`config.mk`:
```
export PLATFORM = sky130hd
export DESIGN_NAME = commit_trace_buf
export DESIGN_NICKNAME = d
export VERILOG_FILES = /design/src/rtl/commit_trace_buf.sv
export SDC_FILE = /design/constraint.sdc
export NUM_CORES = 1
export LEC_CHECK = 0
export CAP_MARGIN = 20
export CORE_UTILIZATION = 40
export CTS_CLUSTER_DIAMETER = 60
export DETAILED_ROUTE_END_ITERATION = 8
export SYNTH_ARGS = -nofsm -noshare
export SYNTH_HDL_FRONTEND = slang
export SYNTH_SLANG_ARGS = --single-unit
```
`constraint.sdc`:
```
create_clock -name clk -period 4.2 [get_ports clk]
set_clock_uncertainty 0.15 [all_clocks]
set_input_delay 1.05 -clock clk [delete_from_list [all_inputs] [get_ports clk]]
set_output_delay 1.05 -clock clk [all_outputs]
set_load 0.05 [all_outputs]
```
`src/rtl/commit_trace_buf.sv`:
```
// Commit trace buffer: a small FIFO of committed-instruction records
// for a lockstep checker, with a clock-gate request as it nears full.
`ifndef MEMD_SIZE_LOG
`define MEMD_SIZE_LOG 16
`endif
`ifndef ROB_SIZE_LOG
`define ROB_SIZE_LOG 5
`endif

module commit_trace_buf #(
    parameter int DEPTH  = 4,
    parameter int ADDR_W = `MEMD_SIZE_LOG,
    parameter int ROB_W  = `ROB_SIZE_LOG,
    parameter int SEQ_W  = 8
) (
    input  logic                    clk,
    input  logic                    rst,
    input  logic                    c_valid,
    input  logic                    c_mem_valid,
    input  logic                    c_mem_rdwt,
    input  logic                    c_is_br,
    input  logic                    c_taken,
    input  logic                    c_squash,
    input  logic [ADDR_W-1:0]       c_mem_addr,
    input  logic [ROB_W-1:0]        c_rob_idx,
    input  logic                    flush,
    input  logic                    out_ready,
    output logic                    out_valid,
    output logic                    out_mem_valid,
    output logic                    out_mem_rdwt,
    output logic                    out_is_br,
    output logic                    out_taken,
    output logic                    out_squash,
    output logic [ADDR_W-1:0]       out_mem_addr,
    output logic [ROB_W-1:0]        out_rob_idx,
    output logic [SEQ_W-1:0]        out_seq,
    output logic                    stall_req,
    output logic [$clog2(DEPTH):0]  count,
    output logic                    overflow
);

    localparam int PTR_W = $clog2(DEPTH);
    localparam int CNT_W = PTR_W + 1;

    typedef struct packed {
        logic              mem_valid;
        logic              mem_rdwt;
        logic              is_br;
        logic              taken;
        logic              squash;
        logic [ADDR_W-1:0] mem_addr;
        logic [ROB_W-1:0]  rob_idx;
        logic [SEQ_W-1:0]  seq;
    } rec_t;

    rec_t             mem [DEPTH];
    rec_t             wr_rec;
    rec_t             head;
    logic [PTR_W-1:0] wr_ptr;
    logic [PTR_W-1:0] rd_ptr;
    logic [SEQ_W-1:0] seq;
    logic             full;
    logic             pop;
    logic             push_ok;
    logic             drop;

    assign full    = (count == CNT_W'(DEPTH));
    assign out_valid = (count != '0);
    assign pop     = out_valid && out_ready;
    // A full buffer still accepts a push when the head leaves this cycle.
    assign push_ok = c_valid && (!full || pop);
    assign drop    = c_valid && full && !pop;

    assign stall_req = (count >= CNT_W'(DEPTH - 1));

    always_comb begin
        wr_rec           = '0;
        wr_rec.mem_valid = c_mem_valid;
        wr_rec.mem_rdwt  = c_mem_rdwt;
        wr_rec.is_br     = c_is_br;
        wr_rec.taken     = c_taken;
        wr_rec.squash    = c_squash;
        wr_rec.mem_addr  = c_mem_addr;
        wr_rec.rob_idx   = c_rob_idx;
        wr_rec.seq       = seq;
    end

    assign head          = mem[rd_ptr];
    assign out_mem_valid = head.mem_valid;
    assign out_mem_rdwt  = head.mem_rdwt;
    assign out_is_br     = head.is_br;
    assign out_taken     = head.taken;
    assign out_squash    = head.squash;
    assign out_mem_addr  = head.mem_addr;
    assign out_rob_idx   = head.rob_idx;
    assign out_seq       = head.seq;

    // Storage needs no reset; only the head with out_valid is observed.
    always_ff @(posedge clk) begin
        if (push_ok && !flush) begin
            mem[wr_ptr] <= wr_rec;
        end
    end

    always_ff @(posedge clk or negedge rst) begin
        if (!rst) begin
            wr_ptr   <= '0;
            rd_ptr   <= '0;
            seq      <= '0;
            count    <= '0;
            overflow <= 1'b0;
        end else if (flush) begin
            wr_ptr <= '0;
            rd_ptr <= '0;
            seq    <= '0;
            count  <= '0;
        end else begin
            if (push_ok) begin
                wr_ptr <= wr_ptr + PTR_W'(1);
                seq    <= seq + SEQ_W'(1);
            end
            if (pop) begin
                rd_ptr <= rd_ptr + PTR_W'(1);
            end
            if (push_ok && !pop) begin
                count <= count + CNT_W'(1);
            end else if (pop && !push_ok) begin
                count <= count - CNT_W'(1);
            end
            if (drop) begin
                overflow <= 1'b1;
            end
        end
    end

endmodule

```
==> flow_summary_export.csv, run 1 <==
group,metric,value,unit
logic_synthesis,synthSimpleGateAreaFrac,4.16,%
sta,tightest_slew,0.793,ns
route,wl_per_cell,19.0,um
power,clkPwrFrac,30.8,%
logic_synthesis,synth_top_area_share,68.7,%
flow_run,maxCapViolCount,0,
worst_setup_path,critPathKind,"flop to output port",
route,wl,10.8,mm
clock_network,post_cts_buffers,0,
sta,min_period_over_period,89.8,%
final_layout,drive_gt1_share,22.3,%
worst_setup_path,cp_max_fo,10,
sta,slew_viol_final,0,
logic_synthesis,synth_compound_area_share,2.82,%
logic_synthesis,synth_nets,325,
route,postRouteAntennaNets,0,
clock_network,cts_tree,"built",
route,drtPass1Iterations,4,
global_routing,grt_pass1_wl,16.7,mm
logic_synthesis,avgSynthCellArea,20.7,um^2
logic_synthesis,synth_cell_types,41,
placement,globalplace.congestion,0.749,
logic_synthesis,synthTopCellsByArea,"edfxtp_1 (69%), mux4_2 (13%), dfrtp_1 (6.7%)",
global_routing,grt_usage,15.6,%
logic_synthesis,postSynthCellCount,288,
worst_setup_path,crit_chain,"buf_4 > mux4_2 > clkdlybuf4s50_1",
logic_synthesis,synth_top_family_by_area,"multiplexers",
final_layout,insertedDiodeCount,0,
floorplan,core,14500,um^2
power,swShare,31.8,%
clock_network,cts_resized,0,
floorplan,dieArea,15400,um^2
clock_network,path_clk_slew,0.06,ns
placement,portBuffers,70,
route,routed_via_density,5.21,
logic_synthesis,yosysSeqAreaShare,75.4,%
sta,clock.fmax,0.265,GHz
placement,place_ws,0.751,ns
clock_network,h-tree-depth,4,
clock_network,clockRootBuffer,"clkbuf_16",
sta,slew_headroom,46.9,%
power,power_density,631,nW/um^2
clock_network,cts-buffers-inserted,17,
floorplan,pin_count,71,
global_routing,antenna_found_initial,0,
logic_synthesis,synth_mux_area_share,13.6,%
route,vias,2971,
sta,min_period,3.77,ns
power,switching_power,1.50,mW
floorplan,die_h,124,um
worst_setup_path,crit_start,"rd_ptr[0]",
worst_setup_path,reg2reg_to,"count[2]",
sta,hold_viol_final,0,
placement,dp_hpwl,6.53,mm
power,vdd_drop_max,0.000393,V
route,drt_iter0_drc,129,
logic_synthesis,yosysWarnings,0,
logic_synthesis,yosysTopAreaCell,"edfxtp_1",
floorplan,die_w,124,um
final_layout,finalNetCount,413,
worst_setup_path,start_kind,"flop",
power,p_total,4.72,mW
power,p_int,3.22,mW
worst_setup_path,setup.worst_path.end,"out_seq[0]",
logic_synthesis,synth_xor_area_share,0.442,%
sta,rsz0062_at_grt,"no",
global_routing,grt_pass1_vias,3103,
clock_network,holdBufCountCts,0,
floorplan,rows,44,
worst_setup_path,reg2reg_from,"count[1]",
worst_setup_path,crit_slowest_cell,"clkdlybuf4s50_1",
floorplan,initial_core_util,40.9,%
clock_network,cts.sinks,152,
worst_setup_path,cp.arrival,2.57,ns
worst_setup_path,ff2ff_setup_slack,1.63,ns
outcome,status,"completed",
logic_synthesis,netlist_area,5950,um^2
worst_hold_path,hold_path_class,"flop to flop",
route,drc_errors,0,
power,comb_power_share,30.7,%
sta,final-setup-viol-count,0,
global_routing,overflow,0,
worst_setup_path,max_stage_delay,0.72,ns
final_layout,syn2layout_area_growth,25.8,%
power,power.leakage,2.47,nW
worst_setup_path,cp.required,3.00,ns
clock_network,worstSkewPairLatency,0.42,ns
power,seq_power_share,38.5,%
worst_setup_path,critPathCaptureType,"output port",
logic_synthesis,ys_seq_elements,152,
worst_setup_path,rr_worst_depth,7,
sta,setup_ws,0.428,ns
global_routing,grt_max_degree,24,
logic_synthesis,synthAdderAreaFrac,1.39,%
clock_network,clockBufferDepth,2,
==> cell usage in the layout (no fill, tap or decap), types with 6 or more instances in the layout <==
cell             instances
clkbuf_16               17
buf_4                   14
inv_1                    6
a21oi_1                  9
dfrtp_1                 14
nor2_1                  11
edfxtp_1               136
clkdlybuf4s50_1         70
mux4_2                  34
==> critical path, delay by kind of cell, from the launching register on <==
family | cells | cell delay, ns
flops | 1 | 0.54
buf+inv | 2 | 1.03
mux | 1 | 0.57
==> layer usage <==
metal,part of all wire [%],routed length (um),track usage [%],up-vias
met5,0,0,0,-
met4,1.5,163,6.92,0
met3,4.2,453,4.44,11
met2,50,5390,25.3,72
met1,45,4820,19.5,1546
li1,-,-,-,1342
==> registers in the layout (all words and copies together), names as in the netlist <==
name / cells
wr_ptr: 2
overflow: 1
count: 3
rd_ptr: 2
seq: 8
mem: 136
==> cells in the mapped netlist <==
| cell | n |
|---|---|
| edfxtp_1 | 136 |
| mux4_2 | 34 |
| dfrtp_1 | 16 |
| nor2_1 | 11 |
| a21oi_1 | 9 |
| buf_4 | 7 |
| inv_1 | 6 |
| ha_1 | 5 |
| nand2_1 | 5 |
| o21ai_0 | 5 |
| o31ai_1 | 5 |
| buf_2 | 4 |
| nand3_1 | 4 |
| nor3b_1 | 4 |
| or3_1 | 3 |
| or4_1 | 3 |
| buf_6 | 2 |
| clkbuf_1 | 2 |
| mux2_1 | 2 |
| mux2_2 | 2 |
| nor2b_1 | 2 |
| xor2_1 | 2 |
| a21o_1 | 1 |
| a221oi_2 | 1 |
| a31oi_1 | 1 |
| buf_1 | 1 |
| fa_1 | 1 |
| nand2_2 | 1 |
| nand2b_1 | 1 |
| nand3b_1 | 1 |
| nand4_1 | 1 |
| nand4b_1 | 1 |
| nor3_1 | 1 |
| nor4_1 | 1 |
| nor4b_4 | 1 |
| o211ai_1 | 1 |
| o21a_1 | 1 |
| o21bai_1 | 1 |
| o311ai_0 | 1 |
| or4b_4 | 1 |
| xnor2_1 | 1 |
==> area by class of cell <==
| cell class | instances | area [um^2] |
|---|---|---|
| tap | 184 | 230 |
| clock buffer | 18 | 429 |
| fill | 1215 | 7050 |
| multi-input combinational | 114 | 1360 |
| clock inverter | 11 | 134 |
| sequential | 152 | 4490 |
| timing repair buffer | 85 | 826 |
| inverter | 6 | 22.5 |
==> how the worst min path moves through the flow <==
| stage | from | slack (ns) | end | cells past startpoint |
|---|---|---|---|---|
| 2_1_floorplan | seq[7] | 0.34 | mem[0][7] | 0 |
| 3_3_place_gp | overflow | 0.35 | overflow | 2 |
| 3_5_place_dp | overflow | 0.35 | overflow | 2 |
| 4_1_cts | overflow | 0.36 | overflow | 2 |
| 5_1_grt | overflow | 0.39 | overflow | 2 |
| 6_report | overflow | 0.35 | overflow | 2 |
==> power by group through the flow <==
stage                     Combinational (mW)  Clock [mW]  Sequential, mW
after global routing                    1.53        1.54            1.84
after floorplan                         1.07           0            1.82
after detailed placement                1.46           0            1.85
after global placement                  1.46           0            1.85
after CTS                               1.47        1.48            1.82
final                                   1.45        1.46            1.82
==> per-stage QoR <==
step	setup TNS [ns]	hold WS (ns)	utilization (%)	instance area, um^2	std cells
2_1_floorplan	-66.27	0.340	-	5950	288
6_report	0	0.352	51.5	7480	570
3_3_place_gp	0	0.350	47.6	6920	541
4_1_cts	0	0.362	51.5	7480	570
5_1_grt	0	0.388	51.5	7480	570
3_5_place_dp	0	0.348	47.6	6920	541
==> kinds of logic (layout without fill, tap and decap cells) <==
family	after synthesis	after routing
buf+inv	22	120
compound gates	26	26
flops	152	152
xor+xnor	3	3
simple gates	41	41
fa+ha+maj	6	6
mux	38	38
No activity file was read; power rests on OpenSTA's default activity.
==> run 2, diff against run 1 <==
Settings changed: REMOVE_ABC_BUFFERS set to 1.
==> flow_summary_export.csv, run 2 (synthesis gave the netlist of run 1 again) <==
group,metric,value,unit
outcome,status,"completed",
clock_network,clockRootBuffer,"clkbuf_16",
power,power_density,621,nW/um^2
global_routing,grt_max_degree,35,
worst_setup_path,worst-path-buf-inv,2,
sta,slew_headroom,49.8,%
sta,whs,0.348,ns
worst_setup_path,cp_top_family,"buffers and inverters",
route,drtPass1Iterations,4,
final_layout,final_common_cell,"edfxtp_1",
global_routing,grt_pass1_vias,3127,
clock_network,path_clk_slew,0.06,ns
global_routing,grt_usage,15.1,%
power,vdd_drop_max,0.000463,V
clock_network,cts-buffers-inserted,17,
clock_network,clockBufferDepth,2,
worst_hold_path,hold_path_class,"flop to flop",
route,wl,10.4,mm
route,routed_via_density,5.26,
sta,final-setup-viol-count,0,
power,power.leakage,2.46,nW
clock_network,post_cts_buffers,0,
global_routing,antenna_found_initial,0,
global_routing,grt_util_met3,4.30,%
power,p_total,4.64,mW
route,drt_iter0_drc,145,
sta,min_period_over_period,89.4,%
sta,hold_viol_final,0,
final_layout,drive_gt1_share,22.5,%
route,drc_errors,0,
floorplan,dieArea,15400,um^2
sta,rsz0062_at_grt,"no",
clock_network,cts.sinks,152,
global_routing,grt-busiest-layer,"met2",
route,postRouteAntennaNets,0,
floorplan,die_h,124,um
worst_setup_path,cp_max_fo,23,
final_layout,insertedDiodeCount,0,
placement,place_ws,0.662,ns
final_layout,layout_common_cells,"edfxtp_1 (136), clkdlybuf4s50_1 (70), mux4_2 (34), clkbuf_16 (17), dfrtp_1 (14)",
sta,setup_ws,0.444,ns
sta,tightest_slew,0.751,ns
placement,dp_hpwl,6.30,mm
sta,slew_viol_final,0,
floorplan,pin_count,71,
placement,globalplace.congestion,0.698,
clock_network,worstSkewPairLatency,0.42,ns
global_routing,met1_usage,18.4,%
worst_setup_path,cp.arrival,2.56,ns
worst_setup_path,critPathCaptureType,"output port",
worst_setup_path,crit_slowest_cell,"dfrtp_2",
worst_setup_path,ff2ff_setup_slack,1.60,ns
sta,min_period,3.76,ns
worst_setup_path,max_stage_delay,0.78,ns
final_layout,top_register,"mem",
floorplan,core,14500,um^2
clock_network,holdBufCountCts,0,
placement,portBuffers,70,
sta,clock.fmax,0.266,GHz
final_layout,finalNetCount,410,
clock_network,cts_resized,0,
final_layout,largest_register_ffs,136,
worst_setup_path,critPathKind,"flop to output port",
worst_setup_path,crit_chain,"buf_4 > mux4_2 > clkdlybuf4s50_1",
flow_run,maxCapViolCount,0,
global_routing,use_met2,24.7,%
final_layout,syn2layout_area_growth,25.7,%
floorplan,die_w,124,um
clock_network,h-tree-depth,4,
final_layout,fillCellCount,1199,
final_layout,multiInputGateArea,1360,um^2
final_layout,register_area,4490,um^2
floorplan,rows,44,
global_routing,grt_pass1_wl,16.4,mm
clock_network,cts_tree,"built",
route,wl_per_cell,18.3,um
global_routing,overflow,0,
worst_setup_path,cp.required,3.00,ns
worst_setup_path,start_kind,"flop",
floorplan,initial_core_util,40.9,%
final_layout,largest_registers,"mem: 136 flops, seq: 8 flops, count: 3 flops",
route,vias,2997,
run 2: final cells by class:
class	instances	share of cell area, %
well taps	184	3.08
multi-input cells	114	18.1
clock buffers	18	5.74
inverters	6	0.301
flip-flops and latches	152	60.0
repair buffers	82	11.2
clock inverters	14	1.47
run 2: worst paths after layout:
check	from	end	cells after the start
setup / recovery	rd_ptr[1]	out_seq[4]	3
hold / removal	overflow	overflow	2
setup reg to reg	count[0]	mem[2][24]	4
hold reg to reg	overflow	overflow	2
max in group asynchronous	rst	rd_ptr[0]	1
min in group asynchronous	rst	wr_ptr[1]	1
run 2: metrics by stage:
step | utilization [%] | cell area [um^2] | cells | setup TNS, ns
after floorplan | - | 5840 | 272 | -36.11
after global routing | 51.4 | 7470 | 570 | 0
after CTS | 51.4 | 7470 | 570 | 0
after detailed placement | 47.7 | 6940 | 538 | 0
final | 51.4 | 7470 | 570 | 0
after global placement | 47.7 | 6940 | 538 | 0
run 2: report_power, final:
group          total [mW]  leakage (nW)  internal, mW  switching, mW
Combinational        1.45         0.741         0.601          0.849
Sequential           1.83          1.46          1.72          0.109
Clock                1.36         0.256         0.803          0.557
run 2: layer usage:
metal	up-vias	wire length, um
li1	1343	-
met1	1543	4480
met2	91	5210
met3	20	534
met4	0	197
met5	-	0
run 2: tightest hold or removal path, cell delays in order (launching register included):
cell and delay (ns):
dfrtp_1 0.35, inv_1 0.05, o31ai_1 0.06
